[src/rtl/ad9226_acq_ctrl_if.sv]
// AXI-Stream sample channel from the AD9226 acquisition controller to the
// DMA/FIFO path. The controller drives the master side.
interface ad9226_acq_ctrl_if #(
  parameter int DATA_WIDTH = 16
);
  logic [DATA_WIDTH-1:0] tdata;
  logic                  tvalid;
  logic                  tready;
  logic                  tlast;

  modport master (output tdata, output tvalid, output tlast, input tready);
  modport slave  (input tdata, input tvalid, input tlast, output tready);
endinterface

[src/rtl/ad9226_acq_ctrl.sv]
// AD9226 acquisition controller/sequencer.
// Generates the ADC sample clock, discards pipeline warm-up samples, converts
// offset-binary codes to sign-extended two's complement and emits AXI-Stream
// frames with TLAST.
// Optional build macro AD9226_ACQ_DROP_CNT_EN adds a saturating drop_count port.
// Reset is synchronous and active low.
module ad9226_acq_ctrl #(
  parameter int ADC_DATA_WIDTH  = 12,
  parameter int AXIS_DATA_WIDTH = 16,
  parameter int DIV_WIDTH       = 8,
  parameter int WARMUP_SAMPLES  = 8
) (
  input  logic                      clk,
  input  logic                      rst_n,
  input  logic [DIV_WIDTH-1:0]      cfg_div,
  input  logic [15:0]               cfg_frame_len,
  input  logic                      cfg_continuous,
  input  logic                      start,
  input  logic                      stop,
  output logic                      adc_clk,
  input  logic [ADC_DATA_WIDTH-1:0] adc_data,
  ad9226_acq_ctrl_if.master         m_axis,
  output logic                      busy,
  output logic                      done,
  output logic                      overflow
`ifdef AD9226_ACQ_DROP_CNT_EN
  ,
  output logic [15:0]               drop_count
`endif
);

  localparam int WARM_W = (WARMUP_SAMPLES > 1) ? $clog2(WARMUP_SAMPLES) : 1;

  typedef enum logic [1:0] {IDLE, WARMUP, RUN, FLUSH} state_t;

  state_t state_q, state_d;

  logic [DIV_WIDTH-1:0] div_q;
  logic [DIV_WIDTH-1:0] div_sel;
  logic [DIV_WIDTH-1:0] div_eff;
  logic [DIV_WIDTH-1:0] div_cnt;
  logic [15:0]          frame_len_q;
  logic [15:0]          len_m1;
  logic [15:0]          frame_cnt;
  logic [15:0]          idx_next;
  logic                 cont_q;
  logic [WARM_W-1:0]    warm_cnt;
  logic                 adc_tgl;
  logic                 sample_ev;
  logic                 hs;
  logic                 last_hs;
  logic                 load;
  logic                 drop;
  logic                 done_d;

  logic signed [ADC_DATA_WIDTH-1:0] code_s;

  // IDLE follows the live divider so the ADC keeps a clock; a run uses the latched one.
  assign div_sel   = (state_q == IDLE) ? cfg_div : div_q;
  assign div_eff   = (div_sel < DIV_WIDTH'(2)) ? DIV_WIDTH'(2) : div_sel;
  // >= rather than == so a live divider shrinking below the count cannot stall the clock.
  assign adc_tgl   = (div_cnt >= div_eff - DIV_WIDTH'(1));
  assign sample_ev = adc_tgl && !adc_clk;

  assign hs      = m_axis.tvalid && m_axis.tready;
  assign last_hs = hs && m_axis.tlast;

  // Beat index of a sample loaded this cycle: the counter only moves on handshake,
  // so a handshake on the same edge already accounts for the outgoing beat.
  assign len_m1   = (frame_len_q == 16'd0) ? 16'd0 : frame_len_q - 16'd1;
  assign idx_next = !hs ? frame_cnt : (m_axis.tlast ? 16'd0 : frame_cnt + 16'd1);

  // Offset binary to two's complement is just an MSB inversion.
  assign code_s = {~adc_data[ADC_DATA_WIDTH-1], adc_data[ADC_DATA_WIDTH-2:0]};

  assign busy = (state_q != IDLE);

  // Next-state and per-cycle control decisions.
  always_comb begin
    // NOTE: every signal gets a default before the case so no path leaves it unassigned, which would infer a latch.
    state_d = state_q;
    load    = 1'b0;
    drop    = 1'b0;
    done_d  = 1'b0;
    unique case (state_q)
      IDLE: begin
        if (start && !stop) state_d = (WARMUP_SAMPLES == 0) ? RUN : WARMUP;
      end
      WARMUP: begin
        if (stop) begin
          state_d = IDLE;
        end else if (sample_ev && (warm_cnt == WARM_W'(WARMUP_SAMPLES - 1))) begin
          state_d = RUN;
        end
      end
      RUN: begin
        if (stop) begin
          state_d = FLUSH;
        end else begin
          if (last_hs) begin
            done_d = 1'b1;
            if (!cont_q) state_d = IDLE;
          end
          // A single frame is complete once its TLAST beat leaves; nothing more is captured.
          if (sample_ev && !(last_hs && !cont_q)) begin
            if (m_axis.tvalid && !m_axis.tready) drop = 1'b1;
            else                                 load = 1'b1;
          end
        end
      end
      FLUSH: begin
        if (!m_axis.tvalid || hs) state_d = IDLE;
      end
      default: state_d = IDLE;
    endcase
  end

  // State, sample clock, configuration latch, counters and the AXIS output register.
  always_ff @(posedge clk) begin
    // NOTE: sequential state uses non-blocking assignments so every register samples pre-edge values.
    if (!rst_n) begin
      state_q       <= IDLE;
      adc_clk       <= 1'b0;
      div_cnt       <= '0;
      div_q         <= '0;
      frame_len_q   <= '0;
      cont_q        <= 1'b0;
      warm_cnt      <= '0;
      frame_cnt     <= '0;
      m_axis.tdata  <= '0;
      m_axis.tvalid <= 1'b0;
      m_axis.tlast  <= 1'b0;
      done          <= 1'b0;
      overflow      <= 1'b0;
`ifdef AD9226_ACQ_DROP_CNT_EN
      drop_count    <= '0;
`endif
    end else begin
      state_q <= state_d;
      done    <= done_d;

      if (adc_tgl) begin
        adc_clk <= ~adc_clk;
        div_cnt <= '0;
      end else begin
        div_cnt <= div_cnt + DIV_WIDTH'(1);
      end

      if (state_q == IDLE && state_d != IDLE) begin
        div_q       <= cfg_div;
        frame_len_q <= cfg_frame_len;
        cont_q      <= cfg_continuous;
        warm_cnt    <= '0;
        frame_cnt   <= '0;
        overflow    <= 1'b0;
`ifdef AD9226_ACQ_DROP_CNT_EN
        drop_count  <= '0;
`endif
      end

      if (state_q == WARMUP && sample_ev) warm_cnt <= warm_cnt + WARM_W'(1);
      if (state_q == RUN) frame_cnt <= idx_next;

      if (hs) begin
        m_axis.tvalid <= 1'b0;
        m_axis.tlast  <= 1'b0;
      end
      if (load) begin
        m_axis.tdata  <= AXIS_DATA_WIDTH'(code_s);
        m_axis.tvalid <= 1'b1;
        m_axis.tlast  <= (idx_next == len_m1);
      end

      if (drop) begin
        overflow <= 1'b1;
`ifdef AD9226_ACQ_DROP_CNT_EN
        if (drop_count != 16'hFFFF) drop_count <= drop_count + 16'd1;
`endif
      end
    end
  end

endmodule
[src/flat_wrapper.sv]
// flat-port wrapper written by rule: the top's interface ports become plain ports
module ad9226_acq_ctrl_flat 
#(
  parameter int ADC_DATA_WIDTH  = 12,
  parameter int AXIS_DATA_WIDTH = 16,
  parameter int DIV_WIDTH       = 8,
  parameter int WARMUP_SAMPLES  = 8
)
  (clk, rst_n, cfg_div, cfg_frame_len, cfg_continuous, start, stop, adc_clk, adc_data, busy, done, overflow, m_axis_tdata, m_axis_tvalid, m_axis_tlast, m_axis_tready);
  ad9226_acq_ctrl_if m_axis_i ();
  input  logic clk;
  input  logic rst_n;
  input  logic [DIV_WIDTH-1:0] cfg_div;
  input  logic [15:0] cfg_frame_len;
  input  logic cfg_continuous;
  input  logic start;
  input  logic stop;
  output logic adc_clk;
  input  logic [ADC_DATA_WIDTH-1:0] adc_data;
  output logic busy;
  output logic done;
  output logic overflow;
  output wire logic [$bits(m_axis_i.tdata)-1:0] m_axis_tdata;
  output wire logic [$bits(m_axis_i.tvalid)-1:0] m_axis_tvalid;
  output wire logic [$bits(m_axis_i.tlast)-1:0] m_axis_tlast;
  input wire logic [$bits(m_axis_i.tready)-1:0] m_axis_tready;
  assign m_axis_tdata = m_axis_i.tdata;
  assign m_axis_tvalid = m_axis_i.tvalid;
  assign m_axis_tlast = m_axis_i.tlast;
  assign m_axis_i.tready = m_axis_tready;
  ad9226_acq_ctrl #(.ADC_DATA_WIDTH(ADC_DATA_WIDTH), .AXIS_DATA_WIDTH(AXIS_DATA_WIDTH), .DIV_WIDTH(DIV_WIDTH), .WARMUP_SAMPLES(WARMUP_SAMPLES)) u_core (.clk(clk), .rst_n(rst_n), .cfg_div(cfg_div), .cfg_frame_len(cfg_frame_len), .cfg_continuous(cfg_continuous), .start(start), .stop(stop), .adc_clk(adc_clk), .adc_data(adc_data), .m_axis(m_axis_i), .busy(busy), .done(done), .overflow(overflow));
endmodule
[config.mk]
export PLATFORM = sky130hd
export DESIGN_NAME = ad9226_acq_ctrl_flat
export DESIGN_NICKNAME = d
export VERILOG_FILES = /design/src/rtl/ad9226_acq_ctrl_if.sv /design/src/rtl/ad9226_acq_ctrl.sv /design/src/flat_wrapper.sv
export SDC_FILE = /design/constraint.sdc
export NUM_CORES = 1
export LEC_CHECK = 0
export CAP_MARGIN = 40
export CORE_ASPECT_RATIO = 0.8
export CORE_MARGIN = 10
export CORE_UTILIZATION = 55
export DETAILED_ROUTE_END_ITERATION = 16
export PLACE_DENSITY = 0.81
export SYNTH_ARGS = -nofsm -noshare
export SYNTH_HDL_FRONTEND = slang
export SYNTH_SLANG_ARGS = --single-unit
[constraint.sdc]
create_clock -name clk -period 11.35 [get_ports clk]
set_input_delay 1.7025 -clock clk [delete_from_list [all_inputs] [get_ports clk]]
set_output_delay 1.7025 -clock clk [all_outputs]
set_load 0.02 [all_outputs]
==> results of run 1 <==
worst max-delay path, cell delays in order:
cell and delay, ps:
clkdlybuf4s50_1 460, nor3_1 200, nor2_1 90, or3_1 410, o211ai_1 210, o21a_1 190, ha_1 180, nand2b_1 90
nor2_1 120, xor2_1 80, ha_1 280, nand2_1 60, nor3_1 190, a21oi_1 170, nor2_1 300, o2111a_1 760
o2111ai_1 190, or4_1 560, o21ai_1 120
how the worst min path moves through the flow:
stage                             startpoint                  to  slack (ps)
final                        u_core.div_q[1]     u_core.div_q[1]         490
after global routing       u_core.div_cnt[0]   u_core.div_cnt[0]         520
after CTS                    u_core.div_q[1]     u_core.div_q[1]         490
after detailed placement     u_core.div_q[1]     u_core.div_q[1]         480
after global placement    u_core.warm_cnt[1]  u_core.warm_cnt[1]         470
after floorplan            u_core.div_cnt[0]   u_core.div_cnt[0]         450
flip-flops by register name (all words and copies together), names as in the netlist, 2 cells and up:
| register | cells |
|---|---|
| u_core.state_q | 2 |
| u_core.frame_cnt | 16 |
| u_core.m_axis.tdata | 12 |
| u_core.warm_cnt | 3 |
| u_core.frame_len_q | 16 |
| u_core.div_q | 8 |
| u_core.div_cnt | 8 |
through the flow:
step	setup WS, ps	instance area (um^2)	hold WS (ps)	util
3_3_place_gp	5120	5060	468	0.640
3_5_place_dp	4910	5080	482	0.643
2_1_floorplan	6290	4450	449	-
4_1_cts	5260	5310	493	0.672
6_report	5270	5310	494	0.672
5_1_grt	4870	5310	521	0.672
cells by family (layout without fill, tap and decap cells):
kind of cell	after synthesis	count (layout)	share of synthesized area
mux	20	20	0.0450
xor+xnor	38	38	0.0748
buf+inv	43	89	0.0425
compound gates	107	107	0.159
flops	71	71	0.320
fa+ha+maj	14	14	0.0394
simple gates	273	273	0.320
cell usage in the layout, fill, tap and decap left out, types with 11 or more instances in the layout:
cell type        synthesis  routed
a21boi_0                34      34
a21oi_1                 20      20
and3_1                  15      15
clkdlybuf4s50_1          0      63
dfxtp_1                 71      71
ha_1                    14      14
mux2i_1                 20      20
nand2_1                 80      80
nand3_1                 27      27
nor2_1                  37      36
nor2b_1                 19      19
nor3_1                  27      27
nor4_1                  11      11
o21ai_0                 23      23
xnor2_1                 21      21
xor2_1                  17      17
metal layers:
| metal | GRT usage | wire length, um | vias up |
|---|---|---|---|
| met1 | 0.241 | 5370 | 1888 |
| met2 | 0.289 | 4930 | 143 |
| li1 | - | - | 2085 |
| met4 | 0.0574 | 188 | 0 |
| met5 | 0 | 0 | - |
| met3 | 0.0538 | 741 | 15 |
area by class of cell:
type                    instances  share of cell area
inverters                       7             0.00494
flip-flops and latches         71               0.267
well taps                     108              0.0254
repair buffers                 66               0.124
clock inverters                 6              0.0177
clock buffers                  10              0.0259
multi-input cells             452               0.534
power groups by stage:
stage	sequential, W	combinational (W)	clock [W]
after floorplan	0.000266	0.0000805	0
after global placement	0.000268	0.000108	0
after detailed placement	0.000268	0.000113	0
after CTS	0.000262	0.000114	0.000236
after global routing	0.000263	0.000127	0.000246
final	0.000263	0.000114	0.000231
==> impl_results.md, run 1 <==
- Gate power share: 0.187
- Total grt overflow: 0
- Max_cap viols: 0
- Max rail drop VDD: 69.7 uV
- Critical Path AT: 6370 ps
- Ys Warns: 0
- Ys flop type: dfxtp_1
- Inserted Clock Buffers: 9
- Largest net degree at the start of global routing: 67
- Share of cells above drive strength 1: 0.0474
- Vias per std cell: 5.74
- Register Area: 1420 um^2
- Register bit count reported by yosys: 71
- CTS clk-pin slew, worst paths: 80 ps
- Row Count: 29
- Synth area leaders: dfxtp_1 (32%), nand2_1 (6.8%), a21boi_0 (5.7%), mux2i_1 (4.5%), xnor2_1 (4.1%)
- Worst Skew: 7.78 ps
- Synth top area share: 0.320
- RR Startpoint: u_core.state_q[0]
- Crit path max fanout: 15
- Setup Viol. Count Final: 0
- Syn Nets: 622
- Power share of the clock group: 0.381
- Most frequent cells after synthesis: nand2_1 (80), dfxtp_1 (71), nor2_1 (37), a21boi_0 (34)
- Synth area leader: dfxtp_1
- Die footprint: 12100 um^2
- Drt total wl: 11.2 mm
- Worst hold path stage count: 2
- Worst R2R Path Depth: 20
- Die height: 100 um
- End of the critical path: u_core.m_axis.tlast
- PortBufs: 63
- Final setup TNS: 0 ps
- Hold Crit Class: reg -> reg
- Vias in the first global route: 3996
- Ant diodes: 0
- Initial Util: 0.562
- Leak: 1.93 nW
- RSZ-0062 raised after global routing: false
- Final hold vios: 0
- CTS Sinks: 71
- Internal: 0.000440 W
- Num ports: 64
- HPWL after detailed placement: 8.21 mm
- Post-Synthesis Cell Area: 4450 um^2
- CP Data Required Time: 11640 ps
- Synth cell types: 57
- Clk buf depth: 2
- Period minus WS final: 6080 ps
- Switching share of total power: 0.276
- Total track usage: 0.185
- Hold-fix buffers at CTS: 0
- Run status: finished clean
- Register area share after synthesis: 0.320
- Area delta synth->final: 19.5%
- Critical path launch point: cfg_div[4]
- CP Class: in -> reg
- Cells after Synth: 566
- # fillers: 676
- Routed WL per cell: 15.6 um
- Vias post-DR: 4131
- Fin cells: 720
- CTS Root Buffer Type: clkbuf_8
- Switching pwr: 0.000168 W
- Antenna violations before repair: 0
- Total power density per cell area: 114 nW/um^2
- Period utilization: 0.536
- Tot Pwr: 0.000608 W
- DR iter-0 viols: 271
- Flop pwr share: 0.432
- Post-synth EDFFs: 0
- Post-CTS setup buffer count: 0
- Fmax: 165 MHz
- CTS resizes: 0
- Most instantiated library cell after synthesis: nand2_1
- DIE WIDTH: 121 um
- TritonCTS clock tree: done
- Wire length of the first global-routing pass: 18.9 mm
- Worst slew pin tran: 777 ps
- FFs w/ async S/R, synth: 0
- Flop-to-flop setup slack: 6270 ps
- DRT Pass-1 Iters: 5
- Nets: 663
- Max-slew violations: 0
- Relative slew slack: 0.482
- Core area: 7910 um^2
- Worst setup SP type: input port
- Crit end category: flip-flop
- GP Congestion: 0.906
- Worst-skew pair later-pin latency: 350 ps
- Residual DRC: 0
- Post-DRT Antenna Nets: 0
- Mean Syn Cell Area: 7.86 um^2
- Placed cell count: 704
- H-Tree Depth: 3
- Area of the multi-input gates: 2840 um^2
- Worst reg2reg endpoint: u_core.m_axis.tlast
No activity file was read; power rests on OpenSTA's default activity.
==> run 2, diff against run 1 <==
clock period = 6 ns   (was 11.35 ns; I/O delays follow)
==> impl_results.md, run 2 (same netlist as run 1, synthesis figures left out) <==
- Worst slew pin tran: 784 ps (was 777 ps)
- Routed WL per cell: 15.7 um (was 15.6 um)
- DIE WIDTH: 121 um (unchanged)
- CP Data Required Time: 6280 ps (was 11640 ps)
- Core area: 7910 um^2 (unchanged)
- Drt total wl: 11.3 mm (was 11.2 mm)
- Crit-path slowest cell: or4_1 (was o2111a_1)
- Die footprint: 12100 um^2 (unchanged)
- Period minus WS final: 4780 ps
- Ant diodes: 0 (unchanged)
- Fmax: 209 MHz
- Largest net degree at the start of global routing: 67 (unchanged)
- H-Tree Depth: 3 (unchanged)
- Max-slew violations: 0 (unchanged)
- Nets: 664 (was 663)
- Tot Pwr: 0.00115 W (was 0.000608 W)
- Hold Crit Class: reg -> reg (unchanged)
- Max rail drop VDD: 137 uV (was 69.7 uV)
- PortBufs: 63 (unchanged)
- Worst-skew pair later-pin latency: 350 ps (about the same)
- TritonCTS clock tree: done (unchanged)
- Crit path max fanout: 14 (was 15)
- Post-CTS setup buffer count: 0 (unchanged)
- Vias per std cell: 5.84 (was 5.74)
- Inserted Clock Buffers: 9 (unchanged)
- Worst setup SP type: flip-flop (was input port)
- Run status: finished clean (unchanged)
- Antenna violations before repair: 0 (unchanged)
- Row Count: 29 (unchanged)
- DRT Pass-1 Iters: 5 (unchanged)
- Max_cap viols: 0 (unchanged)
- Critical Path AT: 5060 ps (was 6370 ps)
- # fillers: 718 (was 676)
- Relative slew slack: 0.477 (was 0.482)
- Biggest registers after layout: u_core.frame_cnt (16), u_core.frame_len_q (16), u_core.m_axis.tdata (12) (unchanged)
- Vias post-DR: 4203 (was 4131)
- CTS clk-pin slew, worst paths: 70 ps (was 80 ps)
- Commonest non-fill, non-tap cells in the layout: nand2_1 (80), dfxtp_1 (71), clkdlybuf4s50_1 (63) (unchanged)
- GP Congestion: 0.850 (was 0.906)
- Num ports: 64 (unchanged)
- Total power density per cell area: 217 nW/um^2 (was 114 nW/um^2)
- CTS Root Buffer Type: clkbuf_8 (unchanged)
- HPWL after detailed placement: 8.14 mm (was 8.21 mm)
- Wire length of the first global-routing pass: 19.2 mm (was 18.9 mm)
- CTS Sinks: 71 (unchanged)
- Final hold vios: 0 (unchanged)
- Area delta synth->final: 19.6% (was 19.5%)
- Initial Util: 0.562 (unchanged)
- Max incr delay on CP: 550 ps (was 760 ps)
- Residual DRC: 0 (unchanged)
- DR iter-0 viols: 339 (was 271)
- Setup Viol. Count Final: 0 (unchanged)
- Share of cells above drive strength 1: 0.0474 (unchanged)
- Vias in the first global route: 3995 (was 3996)
- Period utilization: 0.797
- Die height: 100 um (unchanged)
- Crit end category: flip-flop (unchanged)
- Total track usage: 0.186 (was 0.185)
- Worst Skew: 7.80 ps (was 7.78 ps)
- Post-DRT Antenna Nets: 0 (unchanged)
- Most used cell, CP: nor2_1 (unchanged)
- Clk buf depth: 2 (unchanged)
- Crit-path cells: nor2_1 -> buf_4 -> inv_1 -> nor3_1 -> nor2_1 -> or3_1 -> o211ai_1 -> o21a_1 -> ha_1 -> nand2b_1 -> nor2_1 -> xor2_1 -> ha_1 -> nand2_1 -> nor3_1 -> a21oi_1 -> nor2_1 -> o2111a_1 -> o2111ai_1 -> or4_1 -> o21ai_1 (was clkdlybuf4s50_1 -> nor3_1 -> nor2_1 -> or3_1 -> o211ai_1 -> o21a_1 -> ha_1 -> nand2b_1 -> nor2_1 -> xor2_1 -> ha_1 -> nand2_1 -> nor3_1 -> a21oi_1 -> nor2_1 -> o2111a_1 -> o2111ai_1 -> or4_1 -> o21ai_1)
- Final setup TNS: 0 ps (unchanged)
- CP Class: reg -> reg (was in -> reg)
- Leak: 1.94 nW (was 1.93 nW)
- Total grt overflow: 0 (unchanged)
- CTS resizes: 0 (unchanged)
- Most common cell after layout, fill and taps aside: nand2_1 (unchanged)
- RSZ-0062 raised after global routing: false (unchanged)
- Hold-fix buffers at CTS: 0 (unchanged)
-- run 2: cell types whose count changed in the layout (fill, tap and decap cells not counted) --
cell        delta
clkinvlp_4     -1
clkinv_2       +1
clkinv_4       -3
clkbuf_8       +2
buf_4          +1
-- run 2: power by group --
group / leakage [nW] / internal [W] / total [W] / switching (W)
Clock: 0.118 / 0.000265 / 0.000442 / 0.000177
Sequential: 0.575 / 0.000482 / 0.000497 / 0.0000149
Combinational: 1.25 / 0.000103 / 0.000215 / 0.000112
Total: 1.94 / 0.000850 / 0.00115 / 0.000304
-- run 2: cell type report --
cell class | count | area [um^2] | area share
flip-flops and latches | 71 | 1420 | 0.267
well taps | 108 | 135 | 0.0254
clock inverters | 3 | 65.1 | 0.0122
clock buffers | 12 | 165 | 0.0310
repair buffers | 67 | 668 | 0.126
inverters | 7 | 26.3 | 0.00494
multi-input cells | 452 | 2840 | 0.534
-- run 2: worst max-delay path: cells and delay by family (launching register included) --
| family | cells | cell delay [ps] |
|---|---|---|
| buffers and inverters | 2 | 480 |
| and+or+nand+nor | 10 | 2200 |
| adders and majority gates | 2 | 470 |
| DFF | 1 | 410 |
| AOI/OAI and AO/OA | 6 | 1070 |
| xor gates and xnor gates | 1 | 80 |
-- run 2: per-stage QoR --
stage	hold WS [ps]	instance area, um^2	utilization	setup WS (ps)	std cells
6_report	480	5320	0.673	1220	720
5_1_grt	518	5320	0.673	753	720
4_1_cts	486	5320	0.673	1240	720
3_5_place_dp	476	5090	0.643	927	705
3_3_place_gp	467	5070	0.642	1160	704
2_1_floorplan	449	4450	-	1740	566
-- run 2: final timing paths --
| kind | startpoint | endpoint | slack, ps | depth (start not counted) |
|---|---|---|---|---|
| max | u_core.state_q[1] | u_core.m_axis.tlast | 1220 | 21 |
| min | u_core.div_q[7] | u_core.div_q[7] | 480 | 2 |
| max reg2reg | u_core.state_q[1] | u_core.m_axis.tlast | 1220 | 21 |
| min reg2reg | u_core.div_q[7] | u_core.div_q[7] | 480 | 2 |
-- run 2: routing by layer --
metal,vias to the layer above,wire length [um],share of wire,global-route usage
li1,2080,-,-,-
met3,12,943,0.083,0.0494
met5,-,0,0,0
met2,164,5040,0.45,0.294
met4,0,103,0.0091,0.0417
met1,1947,5220,0.46,0.247
==> run 3, diff against run 2 <==
CORE_UTILIZATION = 50   (was 55)
PLACE_DENSITY = 0.77   (was 0.81)
clock period = 3.9 ns   (was 6 ns; I/O delays follow)
==> impl_results.md, run 3 (same netlist as run 1, synthesis figures left out) <==
- TritonCTS clock tree: done (unchanged)
- Antenna violations before repair: 0 (unchanged)
- Total power density per cell area: 309 nW/um^2 (was 217 nW/um^2)
- PortBufs: 63 (unchanged)
- Period minus WS final: 3990 ps (was 4780 ps)
- Max_cap viols: 0 (unchanged)
- Worst Skew: 10.4 ps (was 7.80 ps)
- Num ports: 64 (unchanged)
- Crit-path cells: nor2_4 -> clkinvlp_4 -> buf_6 -> nor3_2 -> nor2_1 -> or3_4 -> o211ai_1 -> o21a_1 -> ha_4 -> nand2b_4 -> nor2_4 -> xor2_1 -> ha_1 -> nand2_2 -> nor3_4 -> a21oi_2 -> nor2_2 -> o2111a_2 -> o2111ai_2 -> or4_1 -> o21ai_1 (was nor2_1 -> buf_4 -> inv_1 -> nor3_1 -> nor2_1 -> or3_1 -> o211ai_1 -> o21a_1 -> ha_1 -> nand2b_1 -> nor2_1 -> xor2_1 -> ha_1 -> nand2_1 -> nor3_1 -> a21oi_1 -> nor2_1 -> o2111a_1 -> o2111ai_1 -> or4_1 -> o21ai_1)
- Final hold vios: 0 (unchanged)
- Biggest registers after layout: u_core.frame_cnt (16), u_core.frame_len_q (16), u_core.m_axis.tdata (12) (unchanged)
- Routed WL per cell: 16.3 um (was 15.7 um)
- Share of cells above drive strength 1: 0.134 (was 0.0474)
- Ant diodes: 0 (unchanged)
- Max rail drop VDD: 249 uV (was 137 uV)
- Placement Cell Area: 5230 um^2 (was 5090 um^2)
- HPWL after detailed placement: 8.53 mm (was 8.14 mm)
- Clk buf depth: 2 (unchanged)
- Area delta synth->final: 28.6% (was 19.6%)
- Worst-skew pair later-pin latency: 350 ps (about the same)
- Nets: 691 (was 664)
- Setup WS post-layout: -91.6 ps (was 1220 ps)
- Crit-path slowest cell: or4_1 (unchanged)
- Leak: 2.11 nW (was 1.94 nW)
- Drt total wl: 12.2 mm (was 11.3 mm)
- Vias in the first global route: 4143 (was 3995)
- Vias per std cell: 5.79 (was 5.84)
- Commonest non-fill, non-tap cells in the layout: nand2_1 (78), dfxtp_1 (70), clkdlybuf4s50_1 (63) (was nand2_1 (80), dfxtp_1 (71), clkdlybuf4s50_1 (63))
- Post-DRT Antenna Nets: 0 (unchanged)
- Worst slew pin tran: 793 ps (was 784 ps)
- GP Congestion: 0.926 (was 0.850)
- # fillers: 711 (was 718)
- Row Count: 30 (was 29)
- Failing checks: setup timing
- Max-slew violations: 0 (unchanged)
- Largest net degree at the start of global routing: 66 (was 67)
- Most common cell after layout, fill and taps aside: nand2_1 (unchanged)
- CTS Sinks: 71 (unchanged)
- Period utilization: 1.02 (was 0.797)
- Area of the multi-input gates: 3010 um^2 (was 2840 um^2)
- Worst setup SP type: flip-flop (unchanged)
- CP Data Required Time: 4190 ps (was 6280 ps)
- Die footprint: 13100 um^2 (was 12100 um^2)
- CTS clk-pin slew, worst paths: 80 ps (was 70 ps)
- Most used cell, CP: nor2_4 (was nor2_1)
- Inserted Clock Buffers: 9 (unchanged)
- Total track usage: 0.175 (was 0.186)
- Delay-heaviest family, CP: simple AND/OR/NAND/NOR gates (unchanged)
- Die height: 104 um (was 100 um)
- CP Buf/Inv Count: 2 (unchanged)
- Place WS: -436 ps (was 927 ps)
- Wire length of the first global-routing pass: 19.8 mm (was 19.2 mm)
- Core area: 8560 um^2 (was 7910 um^2)
- Critical Path AT: 4280 ps (was 5060 ps)
- Setup Viol. Count Final: 8 (was 0)
- Relative slew slack: 0.471 (was 0.477)
- Initial Util: 0.520 (was 0.562)
- Crit path max fanout: 4 (was 14)
- Crit end category: flip-flop (unchanged)
- Max incr delay on CP: 470 ps (was 550 ps)
- DRT Pass-1 Iters: 4 (was 5)
- Hold Crit Class: reg -> reg (unchanged)
- CTS Root Buffer Type: clkbuf_8 (unchanged)
- Total grt overflow: 0 (unchanged)
- Hold-fix buffers at CTS: 0 (unchanged)
- RSZ-0062 raised after global routing: true (was false)
- Register Area: 1420 um^2 (about the same)
- Run status: finished, violations left (was finished clean)
- Residual DRC: 0 (unchanged)
- Vias post-DR: 4356 (was 4203)
- CP Class: reg -> reg (unchanged)
- H-Tree Depth: 3 (unchanged)
- Final instance area: 5720 um^2 (was 5320 um^2)
- DR iter-0 viols: 240 (was 339)
- DIE WIDTH: 125 um (was 121 um)
- Fmax: 251 MHz (was 209 MHz)
==> run 3: cell count changes in the layout (fill, tap and decap cells not counted), sizes merged <==
cell      change
buf          +26
bufinv        -1
clkbuf        -1
clkinv        +2
clkinvlp      +2
==> run 3: area by class of cell <==
cell class,count,area share
repair buffers,94,0.160
multi-input cells,452,0.526
clock buffers,10,0.0241
flip-flops and latches,71,0.249
clock inverters,6,0.0120
well taps,112,0.0245
inverters,7,0.00525
==> run 3: per-layer routing <==
metal / part of all wire / wire length, um / global-route usage / vias to the layer above
met5: 0 / 0 / 0 / -
met4: 0.013 / 157 / 0.0484 / 0
met3: 0.069 / 842 / 0.0469 / 21
met2: 0.45 / 5460 / 0.270 / 150
met1: 0.47 / 5790 / 0.233 / 2050
li1: - / - / - / 2135
==> run 3: worst min-delay path: stages, from the launching register on <==
cell      delay [ps]
dfxtp_1          330
nand3_2           60
a21boi_2          40
==> run 3: where the power goes <==
part | switching, W | internal [W] | leakage (nW)
registers | 0.0000226 | 0.000741 | 0.576
clock network | 0.000303 | 0.000316 | 0.103
logic | 0.000196 | 0.000187 | 1.43
==> run 3: stage by stage <==
| stage | hold slack [ps] | total power (W) | TNS, ps | instances | utilization |
|---|---|---|---|---|---|
| floorplan | 449 | 0.00101 | 0 | 566 | - |
| global placement | 467 | 0.00111 | -1540 | 726 | 0.612 |
| detailed placement | 477 | 0.00113 | -4320 | 726 | 0.612 |
| CTS | 489 | 0.00175 | -17.3 | 747 | 0.641 |
| global route | 499 | 0.00185 | -4360 | 752 | 0.668 |
| finish | 475 | 0.00177 | -197 | 752 | 0.668 |
==> run 3: timing repair <==
action	in CTS	in global routing
gates resized for setup	2	41
endpoints found under the setup margin	1	17
setup buffers	5	7
cloned	0	1
pin swaps	3	25
==> run 3: worst paths after layout <==
path	startpoint	end	slack, ps	cells after the start
setup / recovery	u_core.state_q[1]	u_core.m_axis.tlast	-90	21
hold / removal	u_core.warm_cnt[1]	u_core.warm_cnt[1]	470	2
setup reg to reg	u_core.state_q[1]	u_core.m_axis.tlast	-90	21
hold reg to reg	u_core.warm_cnt[1]	u_core.warm_cnt[1]	470	2
